==> config.mk <==
export PLATFORM = sky130hd
export DESIGN_NAME = display_scan_ctrl_flat
export DESIGN_NICKNAME = d
export VERILOG_FILES = /design/src/rtl/display_scan_ctrl_if.sv /design/src/rtl/display_scan_ctrl.sv /design/src/flat_wrapper.sv
export SDC_FILE = /design/constraint.sdc
export NUM_CORES = 1
export LEC_CHECK = 0
export ABC_AREA = 1
export CELL_PAD_IN_SITES_DETAIL_PLACEMENT = 0
export CELL_PAD_IN_SITES_GLOBAL_PLACEMENT = 1
export CORE_MARGIN = 4
export CORE_UTILIZATION = 42
export DETAILED_ROUTE_END_ITERATION = 16
export PLACE_DENSITY_LB_ADDON = 0.1
export REMOVE_ABC_BUFFERS = 1
export SKIP_LAST_GASP = 1
export SLEW_MARGIN = 15
export SYNTH_ARGS = -nofsm -noshare
export SYNTH_HDL_FRONTEND = slang
export SYNTH_SLANG_ARGS = --single-unit
==> constraint.sdc <==
create_clock -name clk -period 2.7 [get_ports clk]
set_input_delay 0.81 -clock clk [delete_from_list [all_inputs] [get_ports clk]]
set_output_delay 0.81 -clock clk [all_outputs]
set_load 0.01 [all_outputs]
==> src/rtl/display_scan_ctrl_if.sv <==
// Display scan controller bus: the word handshake toward the upstream
// datapath plus the scan outputs toward the shared 7-segment decoder and
// the anode drivers.
interface display_scan_ctrl_if #(
  parameter int N_DIGITS = 4
);
  logic [4*N_DIGITS-1:0] data_in;
  logic                  data_valid;
  logic                  data_ready;
  logic                  lz_blank;
  logic [3:0]            digit_code;
  logic                  digit_blank;
  logic [N_DIGITS-1:0]   an;
  logic                  frame_tick;

  // Upstream producer / display side.
  modport master (
    output data_in, data_valid, lz_blank,
    input  data_ready, digit_code, digit_blank, an, frame_tick
  );

  // The scan controller itself.
  modport slave (
    input  data_in, data_valid, lz_blank,
    output data_ready, digit_code, digit_blank, an, frame_tick
  );
endinterface

==> src/rtl/display_scan_ctrl.sv <==
// Time-multiplexed 7-segment scan controller. Each digit slot is a blank
// (dead-time) phase followed by a show phase. A word accepted over the
// valid/ready handshake waits in a one-entry pending buffer and becomes
// the active word only at a frame boundary, so a frame is never torn.
module display_scan_ctrl #(
  parameter int N_DIGITS     = 4,
  parameter int REFRESH_DIV  = 50000,
  parameter int BLANK_CYCLES = 500
) (
  input  logic                 clk,
  input  logic                 rst,
  display_scan_ctrl_if.slave   bus
);

  localparam int W  = 4 * N_DIGITS;
  localparam int CW = $clog2(REFRESH_DIV);
  localparam int IW = $clog2(N_DIGITS);

  localparam logic [CW-1:0] BLANK_LAST = CW'(BLANK_CYCLES - 1);
  localparam logic [CW-1:0] SHOW_LAST  = CW'(REFRESH_DIV - BLANK_CYCLES - 1);
  localparam logic [IW-1:0] IDX_LAST   = IW'(N_DIGITS - 1);

  typedef enum logic {
    ST_BLANK,
    ST_SHOW
  } state_e;

  state_e              state_q, state_d;
  logic [CW-1:0]       cnt_q, cnt_d;
  logic [IW-1:0]       idx_q, idx_d;
  logic [W-1:0]        active_q, active_d;
  logic [W-1:0]        pending_q, pending_d;
  logic                pend_full_q, pend_full_d;
  logic                lz_q, lz_d;
  logic [N_DIGITS-1:0] an_q, an_d;
  logic [3:0]          code_q, code_d;
  logic                blank_q, blank_d;
  logic                tick_q, tick_d;
  logic                ready_q, ready_d;

  logic [N_DIGITS-1:0] lz_mask;

  // Leading-zero mask: digit k blanks when nibbles k..top are all zero.
  always_comb begin
    logic zero_above;
    zero_above = 1'b1;
    lz_mask    = '0;
    for (int k = N_DIGITS - 1; k >= 1; k--) begin
      zero_above = zero_above && (active_q[4*k +: 4] == 4'h0);
      lz_mask[k] = lz_q && zero_above;
    end
  end

  // Next-state, slot sequencing, frame-boundary transfer and handshake.
  always_comb begin
    // NOTE: every _d gets a default before any branch, so no path leaves a
    // signal unassigned and no latch is inferred.
    state_d     = state_q;
    cnt_d       = cnt_q;
    idx_d       = idx_q;
    active_d    = active_q;
    pending_d   = pending_q;
    pend_full_d = pend_full_q;
    lz_d        = lz_q;
    an_d        = an_q;
    code_d      = code_q;
    blank_d     = blank_q;
    tick_d      = 1'b0;

    unique case (state_q)
      ST_BLANK: begin
        if (cnt_q == BLANK_LAST) begin
          state_d = ST_SHOW;
          cnt_d   = '0;
          an_d    = ~(N_DIGITS'(1) << idx_q);
          code_d  = active_q[4*int'(idx_q) +: 4];
          blank_d = lz_mask[idx_q];
        end else begin
          cnt_d = cnt_q + CW'(1);
        end
      end
      ST_SHOW: begin
        if (cnt_q == SHOW_LAST) begin
          state_d = ST_BLANK;
          cnt_d   = '0;
          an_d    = '1;
          blank_d = 1'b1;
          if (idx_q == IDX_LAST) begin
            // Frame boundary: swap in the pending word and resample lz_blank.
            idx_d  = '0;
            tick_d = 1'b1;
            lz_d   = bus.lz_blank;
            if (pend_full_q) begin
              active_d    = pending_q;
              pend_full_d = 1'b0;
            end
          end else begin
            idx_d = idx_q + IW'(1);
          end
        end else begin
          cnt_d = cnt_q + CW'(1);
        end
      end
      default: state_d = ST_BLANK;
    endcase

    // Capture needs the buffer empty; transfer needs it full, so they never collide.
    if (bus.data_valid && ready_q) begin
      pending_d   = bus.data_in;
      pend_full_d = 1'b1;
    end

    ready_d = !pend_full_d;
  end

  // State and registered outputs; reset blanks the display and drops any pending word.
  always_ff @(posedge clk or posedge rst) begin
    if (rst) begin
      state_q     <= ST_BLANK;
      cnt_q       <= '0;
      idx_q       <= '0;
      active_q    <= '0;
      pending_q   <= '0;
      pend_full_q <= 1'b0;
      lz_q        <= 1'b0;
      an_q        <= '1;
      code_q      <= 4'h0;
      blank_q     <= 1'b1;
      tick_q      <= 1'b0;
      ready_q     <= 1'b1;
    end else begin
      // NOTE: non-blocking assignments so every register samples the
      // pre-edge values, regardless of statement order.
      state_q     <= state_d;
      cnt_q       <= cnt_d;
      idx_q       <= idx_d;
      active_q    <= active_d;
      pending_q   <= pending_d;
      pend_full_q <= pend_full_d;
      lz_q        <= lz_d;
      an_q        <= an_d;
      code_q      <= code_d;
      blank_q     <= blank_d;
      tick_q      <= tick_d;
      ready_q     <= ready_d;
    end
  end

  assign bus.an          = an_q;
  assign bus.digit_code  = code_q;
  assign bus.digit_blank = blank_q;
  assign bus.frame_tick  = tick_q;
  assign bus.data_ready  = ready_q;

endmodule
==> src/flat_wrapper.sv <==
// flat-port wrapper written by rule: the top's interface ports become plain ports
module display_scan_ctrl_flat 
#(
  parameter int N_DIGITS     = 4,
  parameter int REFRESH_DIV  = 50000,
  parameter int BLANK_CYCLES = 500
)
  (clk, rst, bus_data_in, bus_data_valid, bus_lz_blank, bus_data_ready, bus_digit_code, bus_digit_blank, bus_an, bus_frame_tick);
  display_scan_ctrl_if #(.N_DIGITS(N_DIGITS)) bus_i ();
  input  logic clk;
  input  logic rst;
  input wire logic [$bits(bus_i.data_in)-1:0] bus_data_in;
  input wire logic [$bits(bus_i.data_valid)-1:0] bus_data_valid;
  input wire logic [$bits(bus_i.lz_blank)-1:0] bus_lz_blank;
  output wire logic [$bits(bus_i.data_ready)-1:0] bus_data_ready;
  output wire logic [$bits(bus_i.digit_code)-1:0] bus_digit_code;
  output wire logic [$bits(bus_i.digit_blank)-1:0] bus_digit_blank;
  output wire logic [$bits(bus_i.an)-1:0] bus_an;
  output wire logic [$bits(bus_i.frame_tick)-1:0] bus_frame_tick;
  assign bus_i.data_in = bus_data_in;
  assign bus_i.data_valid = bus_data_valid;
  assign bus_i.lz_blank = bus_lz_blank;
  assign bus_data_ready = bus_i.data_ready;
  assign bus_digit_code = bus_i.digit_code;
  assign bus_digit_blank = bus_i.digit_blank;
  assign bus_an = bus_i.an;
  assign bus_frame_tick = bus_i.frame_tick;
  display_scan_ctrl #(.N_DIGITS(N_DIGITS), .REFRESH_DIV(REFRESH_DIV), .BLANK_CYCLES(BLANK_CYCLES)) u_core (.clk(clk), .rst(rst), .bus(bus_i));
endmodule
==> parameters.txt <==
Parameter                              Value

Floorplanning
  Number of rows in the core area ... 31
  Die extent in x ... 95.33 microns
  I/O pin count ... 31
  Die outline area ... 9088 sq um
  Area of the core region ... 7331 sq um
  Starting density of the core ... 43.69%
  Die height ... 95.33 microns

Drt
  Highest routed metal layer ... met4
  Post-Route M1 WL ... about 3200 microns
  Via total after detailed routing ... around 2.7k
  Post-detailed-route wirelength per cell ... 12.43 microns
  DR DRC count ... 0
  Detailed route wirelength on metal3 ... 257 microns
  Detailed-route wire length ... 6948 microns
  Detailed Routing Iterations Pass 1 ... 4
  Via-to-Cell Ratio ... 4.837
  Amount of wire on met2 after detailed routing ... 3335 microns
  Count of nets left with antenna violations after detail routing ... 0
  Drt first-iter violations ... between 100 and 150

Yosys
  Syn Inst Count ... 418
  Average cell area after synthesis ... approximately 7.7 sq um
  Number of synthesized register bits ... 64
  Fraction of the yosys area taken by sequential cells ... 50.23%
  Top cell type by total area after synthesis ... dfrtp_1
  Number of distinct library cells after synthesis ... 25
  Yosys warning count ... 0
  Area contributors post-synth ... dfrtp_1, nand2_1, nor2_1
  Yosys top cell area share ... 45.31%
  Post-synthesis instance area ... 3203 sq um

Clocking
  CTS root buf ... clkbuf_8
  Quantity of gates resized following cts ... 0
  H-tree levels ... 3
  Clock-pin slew on the worst setup and hold paths ... 70 ps
  # hold bufs at CTS ... 0
  TritonCTS clock tree ... done
  Clk sinks ... 64
  Clock Latency Late Sink ... roughly 340 ps
  Clock buffer count from CTS ... 9
  Total setup buffers inserted after CTS ... 0
  Maximum buffer depth of the clock tree ... 2

Critical path
  Critical path data required time ... between 1500 and 2000 ps
  Worst-path maximum fanout ... 2
  Crit Path Category ... flop to output port
  Worst setup slack for register-to-register paths ... 910 ps
  Buf+Inv Stages, Crit Path ... 1
  Critical-path top delay cell ... dfstp_2
  Endpoint type of the worst setup path ... output port
  Delay-heaviest family, CP ... flip-flops
  Critical path cell sequence ... clkdlybuf4s50_1
  Arrival time at the worst endpoint ... 1400 ps
  Crit path launch type ... flop
  Critical path's largest stage delay ... around 530 ps

Global routing
  Number of global-route vias before repair ... between 2k and 3k
  Pin count of the biggest net entering global routing ... 24
  Total global routing track utilization ... 17.66%
  Gr ovfl total ... 0
  Global-route wire length before repair ... 12370 microns
  Antenna violations before repair ... 0

Layout
  Share of post-route cells with drive strength above 1 ... 9.348%
  Nets ... 480
  Antenna diode count ... 0
  Area Overhead vs Synth ... 20.20%

Timing
  Relative max-transition margin ... ~65%
  RSZ-0062 raised after global routing ... no
  Final cycle utilization of the critical path ... 81.89%
  Max-slew violations ... 0
  Setup slack of the critical path after layout ... 488.9 ps
  Slew at the pin with the worst max-slew slack ... 530.2 ps
  Fmax achieved ... 452.3 MHz
  Clock period minus worst slack ... 2211 ps
  Hold Vio Cnt, Final ... 0
  Final-report setup violation count ... 0
  Clock tree skew after final layout ... 9.928 ps
  Accumulated negative setup slack ... 0 ps

Placement
  Final weighted congestion in routability-driven placement ... roughly 0.86
  Number of port buffers ... 30
  Sum of net half-perimeters after detailed placement ... 5256 microns
  Pre-CTS worst setup slack ... 642.6 ps

Run
  Number of violations of the max-capacitance limit ... 0

Status
  Outcome ... finished, final reports clean

Pwr
  Pwr/cell area ... around 490 nW/um^2
  Worst voltage drop across the vdd grid ... 0.0002466 V
  Leakage power of the design ... 1.979 nW

Hold path
  Class of the tightest hold or removal check ... flop to flop
==> synth_stat cells <==
master    count
nand2_1     151
nor2_1       71
dfrtp_1      58
inv_1        24
nand3_1      23
nand4_1      19
o21ai_0      13
xor2_1        9
a21oi_1       6
clkbuf_1      6
dfstp_2       6
inv_2         6
clkinv_1      5
ha_1          5
o22ai_1       3
nand2_2       2
nor2_2        2
or2_2         2
buf_2         1
buf_4         1
buf_6         1
nand3_2       1
nand3_4       1
nor2_8        1
xnor2_1       1
==> final timing paths <==
kind	from	endpoint	cells after the start
worst max-delay path	u_core.bus.data_ready	bus_data_ready	1
worst min-delay path	u_core.pend_full_q	u_core.bus.data_ready	1
worst max register to register	u_core.cnt_q[0]	u_core.active_q[7]	8
worst min register to register	u_core.pend_full_q	u_core.bus.data_ready	1
max in group asynchronous	rst	u_core.bus.an[0]	3
min in group asynchronous	rst	u_core.pending_q[4]	2
==> power by group <==
part           internal, mW  switching (mW)
registers             0.971         0.00628
clock network         0.473           0.376
logic                0.0349          0.0280
==> cell families after synthesis <==
kind of cell / after synthesis / share of synthesized area, %
buffers and inverters: 44 / 5.547
XOR/XNOR: 10 / 2.735
flip-flops: 64 / 50.23
AO/OA/AOI/OAI: 22 / 3.555
AND/OR/NAND/NOR: 273 / 35.98
adder cells (fa/ha/maj): 5 / 1.953
==> cell type report <==
cell class,instances,area [sq um]
clock buffers,11,151.4
clock inverters,5,55.05
fillers,751,3481
inverters,35,131.4
multi-input cells,310,1416
flip-flops and latches,64,1609
well taps,99,123.9
repair buffers,35,362.8
==> stage by stage <==
step / power (mW) / instances / hold slack (ps) / utilization [%] / instance area, sq um
6_report: 1.890 / 559 / 442.0 / 52.52 / 3850
5_1_grt: 1.964 / 559 / 477.1 / 52.52 / 3850
4_1_cts: 1.911 / 559 / 448.3 / 52.52 / 3850
3_5_place_dp: 1.060 / 543 / 438.7 / 49.70 / 3643
3_3_place_gp: 1.060 / 543 / 433.7 / 49.70 / 3643
2_1_floorplan: 1.017 / 409 / 411.8 / - / 3157
==> registers in the layout (all words and copies together), names as in the netlist <==
register / flops
u_core.cnt_q: 16
u_core.bus.data_ready: 1
u_core.pending_q: 16
u_core.state_q: 1
u_core.bus.digit_blank: 1
u_core.active_q: 16
u_core.idx_q: 2
u_core.bus.frame_tick: 1
u_core.pend_full_q: 1
u_core.bus.an: 4
u_core.bus.digit_code: 4
u_core.lz_q: 1
==> layout by cell type, fill, tap and decap left out, drive strengths merged, types with 6 or more instances in the layout <==
cell type / count
nand2: 153
nor2: 74
dfrtp: 58
clkdlybuf4s50: 30
inv: 30
nand3: 25
nand4: 19
o21ai: 13
clkbuf: 11
xor2: 9
clkinv: 7
a21oi: 6
dfstp: 6
==> layer usage <==
layer / up-vias / GRT usage (%)
met1: 1248 / 23.00
met2: 40 / 28.40
met4: 0 / 6.971
met3: 13 / 4.104
li1: 1403 / -
met5: - / 0
No activity file was read; power rests on OpenSTA's default activity.
